### src/rtl/dti_gnpd_pkt_buf.sv
// dti_gnpd_pkt_buf: store-and-forward beat FIFO that releases a packet only once its last beat is stored,
// with a cut-through fallback for packets longer than the buffer.
module dti_gnpd_pkt_buf #(
    parameter int DEPTH     = 16,
    parameter int MAX_PKT   = 8,
    parameter int PAYLOAD_W = 90,
    parameter int ID_W      = 6,
    parameter int THRESH    = 8
) (
    input  logic                 clk,
    input  logic                 rst,
    input  logic                 in_valid,
    output logic                 in_ready,
    input  logic [PAYLOAD_W-1:0] in_payload,
    input  logic [ID_W-1:0]      in_srcid,
    input  logic [ID_W-1:0]      in_tgtid,
    input  logic                 in_qos,
    input  logic                 in_last,
    output logic                 in_threshold,
    output logic                 out_valid,
    input  logic                 out_ready,
    output logic [PAYLOAD_W-1:0] out_payload,
    output logic [ID_W-1:0]      out_srcid,
    output logic [ID_W-1:0]      out_tgtid,
    output logic                 out_qos,
    output logic                 out_last,
    input  logic                 out_threshold,
    output logic                 err_oversize
);
    localparam int AW = $clog2(DEPTH);
    localparam int EW = PAYLOAD_W + 2 * ID_W + 2;
    localparam int CW = $clog2(DEPTH + 1);

    typedef enum logic {IDLE, BURST} state_t;

    if (DEPTH < MAX_PKT || DEPTH < 2 || (DEPTH & (DEPTH - 1)) != 0 || THRESH < 1 || THRESH > DEPTH) begin : g_bad_cfg
        $error("dti_gnpd_pkt_buf: illegal parameter combination");
    end

    logic [EW-1:0] mem [DEPTH];
    logic [AW:0]   wptr, rptr, wptr_n, rptr_n, occ_n;
    logic [CW-1:0] pkt_cnt;
    logic          full, empty, push, pop, cut_mode, overflow;
    state_t        state, state_n;

    assign full     = (wptr ^ rptr) == {1'b1, {AW{1'b0}}};
    assign empty    = wptr == rptr;
    assign in_ready = !full;
    assign push     = in_valid && !full;
    assign pop      = out_valid && out_ready;
    assign overflow = full && pkt_cnt == '0;
    assign wptr_n   = wptr + (AW + 1)'(push);
    assign rptr_n   = rptr + (AW + 1)'(pop);
    assign occ_n    = wptr_n - rptr_n;
    assign {out_last, out_qos, out_tgtid, out_srcid, out_payload} = mem[rptr[AW-1:0]];

    always_ff @(posedge clk)
        if (push) mem[wptr[AW-1:0]] <= {in_last, in_qos, in_tgtid, in_srcid, in_payload};

    always_ff @(posedge clk or posedge rst)
        if (rst) begin
            wptr         <= '0;
            rptr         <= '0;
            pkt_cnt      <= '0;
            cut_mode     <= 1'b0;
            err_oversize <= 1'b0;
            in_threshold <= 1'b1;
        end else begin
            wptr         <= wptr_n;
            rptr         <= rptr_n;
            pkt_cnt      <= pkt_cnt + CW'(push && in_last) - CW'(pop && out_last);
            cut_mode     <= overflow ? 1'b1 : (pop && out_last) ? 1'b0 : cut_mode;
            err_oversize <= err_oversize | overflow;
            in_threshold <= (DEPTH - int'(occ_n)) >= THRESH;
        end

    always_ff @(posedge clk or posedge rst)
        if (rst) state <= IDLE;
        else state <= state_n;

    // out_threshold is only consulted when a new packet is about to start
    always_comb
        state_n = (state == IDLE)
            ? ((!empty && (pkt_cnt != '0 || cut_mode) && out_threshold) ? BURST : IDLE)
            : ((pop && out_last) ? IDLE : BURST);

    always_comb out_valid = (state == BURST) && !empty;
endmodule
### config.mk
export PLATFORM = sky130hd
export DESIGN_NAME = dti_gnpd_pkt_buf
export DESIGN_NICKNAME = d
export VERILOG_FILES = /design/src/rtl/dti_gnpd_pkt_buf.sv
export SDC_FILE = /design/constraint.sdc
export NUM_CORES = 1
export LEC_CHECK = 0
export CAP_MARGIN = 20
export CORE_MARGIN = 2
export CORE_UTILIZATION = 45
export DETAILED_ROUTE_END_ITERATION = 10
export GPL_ROUTABILITY_DRIVEN = 0
export SLEW_MARGIN = 20
export SYNTH_ARGS = -nofsm -noshare
export SYNTH_HDL_FRONTEND = slang
export SYNTH_SLANG_ARGS = --single-unit
### constraint.sdc
create_clock -name clk -period 14.6 [get_ports clk]
set_input_delay 3.65 -clock clk [delete_from_list [all_inputs] [get_ports clk]]
set_output_delay 3.65 -clock clk [all_outputs]
set_load 0.05 [all_outputs]
After elaboration in Yosys (flattened, before gate mapping):

Memories as Yosys holds them, arrays and structs flattened.
Index checks and enable logic that the tools add are counted.

* input port bits: 109
* register bits: 19
* bits in read-only memories: 0
* latch bits: 0
* memory bits (writable): 1664
* word-level logic and storage cells: 40
* memories kept: 1

* mux-type cells: 7
* reductions and logical operators: 14
* $mul: 0
* bitwise gates (word level): 2
* eq/ne operators: 2
* magnitude comparators: 1
* add/subtract/negate cells: 6
* shift-type cells: 0
* divide/modulo/power cells: 0

Memory list
* mem: words 16, width 104, read ports 1, clocked after Yosys merged registers in 0, write ports 1, RTL line 40 `logic [EW-1:0] mem [DEPTH];`

Operators by type and width (count)
* adder 5 x 1 -> 5 bit: 3
* logical AND 1 bit: 8
* 2-to-1 mux 1 bit: 7
* >= comparator 6 x 5 -> 1 bit, second input constant: 1
* subtractor 5 x 5 -> 6 bit, first input constant: 1
* == test 5 bit: 1
* == test 5 bit, second input constant: 1
* zero test 5 bit: 1
* nonzero test 5 bit: 1
* subtractor 5 x 1 -> 5 bit: 1
* subtractor 5 bit: 1
* bitwise XOR 5 bit: 1
* zero test 1 bit: 2
* nonzero test 2 bit: 1
* logical OR 1 bit: 1
* bitwise OR 1 bit: 1

Longest topological paths before layout:

* depth after elaboration: 8
* gate-level depth with buffers: 19

Worst setup path before layout:

Ideal clock, no wire load.

* path kind: input to register
* start: input port in_valid
* end: memory mem[0][0] (netlist bit) (enable)
* library setup time: 0.858 ns
* stages: 2
* setup slack: -0.692 ns
* path buffers: 0
* arrival time: 14.434 ns
* cells stage by stage: nand2_1 > nor4b_1

* word-level cells in the longest chain between the ends: 3

RTL lines
* start: declaration: RTL line 12 `input logic in_valid,`
* logical AND 1 bit: RTL line 49 `assign push = in_valid && !full;`
* 2-to-1 mux 1 bit: RTL line 58 `if (push) mem[wptr[AW-1:0]] <= {in_last, in_qos, in_tgtid, in_srcid, in_payload};`
* 2-to-1 mux 1 bit (implied by the code): RTL line 58
* end: declaration: RTL line 40

Every way passes these cells.

Worst setup path after layout:

* start: register rptr[0]
* end: output port out_payload[59]

* word-level cells in the longest chain between the ends: 1

RTL lines
* start: declaration: RTL line 41 `logic [AW:0] wptr, rptr, wptr_n, rptr_n, occ_n;`
* start signal: assignment: RTL line 70 `rptr <= rptr_n;`
* memory (16 x 104 bit)
* end: declaration: RTL line 22 `output logic [PAYLOAD_W-1:0] out_payload,`

Every way passes these cells.

==> impl_metrics.json <==
{
  "r2r_setup_slack_ps": 9400,
  "ant_nets": 0,
  "cts_tree": "yes",
  "crit_slowest_cell": "dfrtp_4",
  "die_area_um2": 144000,
  "clkTransAtPathRegs_ps": 60,
  "vdd_ir_drop_max_uv": 158,
  "grt_pass1_vias": 29500,
  "synth.avg_cell_area_um2": 26.1,
  "nets": 2859,
  "maxCapViolCount": 0,
  "synthMuxAreaShare_pct": 18.4,
  "path_cells": "buf_4 > buf_12 > mux4_2 > mux4_2 > clkdlybuf4s50_1",
  "core-area_um2": 140000,
  "synth-simple-area-share_pct": 0.333,
  "synth_seq_cells": 1683,
  "placedCellCount": 4439,
  "power.leakage_nw": 22.6,
  "rr_worst_depth": 10,
  "synth_compound_area_share_pct": 0.114,
  "grt_pass1_wl_um": 206000,
  "io_pins": 217,
  "synth_area_leader_cell": "edfxtp_1",
  "hold_depth": 1,
  "tns_ps": 0,
  "cts.repair.resized": 0,
  "fmax_mhz": 111,
  "r2r-start": "rptr[0]",
  "track_usage_pct": 19.8,
  "clock_sink_count": 1683,
  "postSynthCellCount": 2432,
  "status": "finished, final reports clean",
  "synth_top_area_share_pct": 78.6,
  "synthesis.area_um2": 63500,
  "worst-path-buf-inv": 3,
  "instances_no_fill": 4754,
  "relSlewSlack_pct": 25.9,
  "cp_max_fo": 108,
  "drt_iter0_markers": 2609,
  "critPathLaunchType": "register",
  "hold_viol": 0,
  "dieWidth_um": 380,
  "slew_violations": 0,
  "yosysSeqAreaShare_pct": 79.4,
  "cts_made_buffers": 169,
  "critPathArrivalTime_ps": 5360,
  "n_fill_cell": 10700,
  "setup.worst_path.class": "register to primary output",
  "drt_pre_antenna_iters": 6,
  "synth_top_family_by_area": "multiplexers",
  "worst_r2r_endpoint": "mem[10][49]",
  "rsz0062_at_grt": "false",
  "postCtsHoldBufs": 0,
  "insertion_delay_ps": 780,
  "cpPeakStageDelay_ps": 1030,
  "grt_overflow": 0,
  "start_util_pct": 45.4,
  "drive_gt1_share_pct": 28.2,
  "viasPerCell": 5.78,
  "ys_top_cells_by_area": "edfxtp_1 (79%), mux4_2 (18%), dfrtp_1 (0.71%)",
  "drc": 0,
  "hp-class": "register to register",
  "fin_worst_skew_ps": 19.6,
  "syn-num-nets": 2557,
  "clock-root-buffer": "clkbuf_16",
  "crit_family": "buffers and inverters",
  "setup_violations": 0,
  "synthAdderAreaFrac_pct": 0.339,
  "critPathMostFrequentCell": "mux4_2",
  "vias": 27500,
  "synthToLayoutAreaGrowth_pct": 15.5,
  "portBuffers": 216,
  "num_rows": 137,
  "crit_path_end_kind": "primary output",
  "hpwl_um": 64500,
  "ys_types": 33,
  "antenna_found_initial": 25,
  "tightest_slew_ps": 1110,
  "drt_wl_total_um": 142000,
  "period_minus_slack_ps": 9010,
  "clock_path_buffers": 3,
  "required_ps": 10950,
  "die_h_um": 380,
  "synth-xor-area-share_pct": 0.272,
  "holdCritStartpoint": "err_oversize",
  "min_to": "err_oversize",
  "crit_cells": 5,
  "htreeDepth": 4,
  "grt_max_degree": 169,
  "p_per_area_nw_per_um2": 212,
  "finalCritPeriodShare_pct": 61.7,
  "cts_setup_buffers": 0,
  "synth_warnings": 0,
  "avgRoutedWirePerCell_um": 30.0
}
-- Yosys cell counts --
cell,instances
nor3_1,3
buf_6,14
dfstp_2,1
or4b_2,1
buf_4,7
and3_1,1
nand2_1,4
nor4_1,4
nand3b_1,2
dfrtp_1,18
or2_2,1
o21a_1,1
xnor2_1,8
nand4_1,1
nor4b_1,1
buf_2,35
nor2_1,13
buf_1,3
xor2_1,9
nand3_1,6
nand2b_1,3
fa_1,2
inv_2,1
mux2i_1,3
a21oi_1,7
xor3_1,1
mux4_2,519
clkbuf_1,63
a21o_1,4
ha_1,14
edfxtp_1,1664
inv_1,17
and2_1,1
-- per-layer routing --
metal	part of all wire, %	vias to the layer above	global-route usage, %
li1	-	11300	-
met1	40	15100	25.7
met2	52	801	33.6
met3	6.0	250	4.47
met4	2.5	24	6.23
met5	0.12	-	0
-- kinds of logic after synthesis --
kind of cell	after synthesis
AO/OA/AOI/OAI	12
AND/OR/NAND/NOR	41
XOR/XNOR	18
adder cells (fa/ha/maj)	16
buffers and inverters	140
flip-flops	1683
multiplexers	522
-- placed cells by master, fill, tap and decap left out, types with 2 or more instances in the layout --
cell type           n
nor3_2              3
a21oi_1             7
dfrtp_1            14
inv_6               6
clkbuf_1           35
clkinv_1           42
clkinvlp_4          5
xnor2_1             8
nor4_2              3
nand2b_1            3
a21o_1              4
nor2_1              4
mux4_2            519
nand2_1             4
xor2_1              9
dfrtp_4             4
clkinv_2           27
ha_1               14
edfxtp_1         1664
buf_12             16
fa_1                2
buf_4              21
inv_1              17
bufinv_16          13
nand3_1             6
nor2_4              9
nand3b_1            2
clkbuf_16         175
mux2i_1             3
clkdlybuf4s50_1   216
diode_2             7
clkinv_4            3
clkinv_8            2
-- how the worst max path moves through the flow --
stage / slack, ps / start / end
6_report: 5590 / rptr[0] / out_payload[59]
5_1_grt: 5090 / rptr[0] / out_payload[59]
4_1_cts: 5330 / rptr[0] / out_payload[59]
3_5_place_dp: 6210 / rptr[0] / out_payload[59]
3_3_place_gp: 6270 / rptr[0] / out_payload[69]
2_1_floorplan: 130 / in_valid / mem[12][0]
-- area by class of cell --
cell class | instances | area (um2) | area share (%)
flip-flops and latches | 1683 | 50500 | 68.8
multi-input cells | 609 | 12500 | 17.0
clock buffers | 210 | 4510 | 6.15
repair buffers | 253 | 2640 | 3.60
well taps | 1876 | 2350 | 3.20
clock inverters | 98 | 832 | 1.13
inverters | 18 | 67.6 | 0.0921
diodes | 7 | 17.5 | 0.0239
-- through the flow --
step,hold WS [ps],utilization [%],instance area (um2),setup WS [ps],total power [mW]
finish,482,52.5,73400,5590,15.6
floorplan,450,-,63500,130,10.0
CTS,485,52.5,73400,5330,15.8
global placement,457,48.6,68000,6270,11.5
detailed placement,470,48.6,68000,6210,11.6
global route,496,52.5,73400,5090,16.2
-- sequential cells by signal, indices dropped and copies added (netlist names) --
signal        flops
cut_mode          1
err_oversize      1
in_threshold      1
mem            1664
pkt_cnt           5
rptr              5
state             1
wptr              5
-- power breakdown --
part | switching, mW | internal, mW | leakage (nW)
clock | 1.76 | 2.42 | 2.61
combinational | 3.07 | 2.24 | 4.79
sequential | 0.231 | 5.83 | 15.3
total | 5.06 | 10.5 | 22.6
-- worst register-to-register path, cell delays in order (launching register included) --
cell,delay (ps)
dfrtp_4,1030
buf_4,750
xor2_1,240
nor4_1,110
nand2_1,130
nand2_1,240
inv_2,200
nand3b_1,300
nor2_4,180
buf_4,840
buf_4,750
Power figures use the tool's default switching activity.
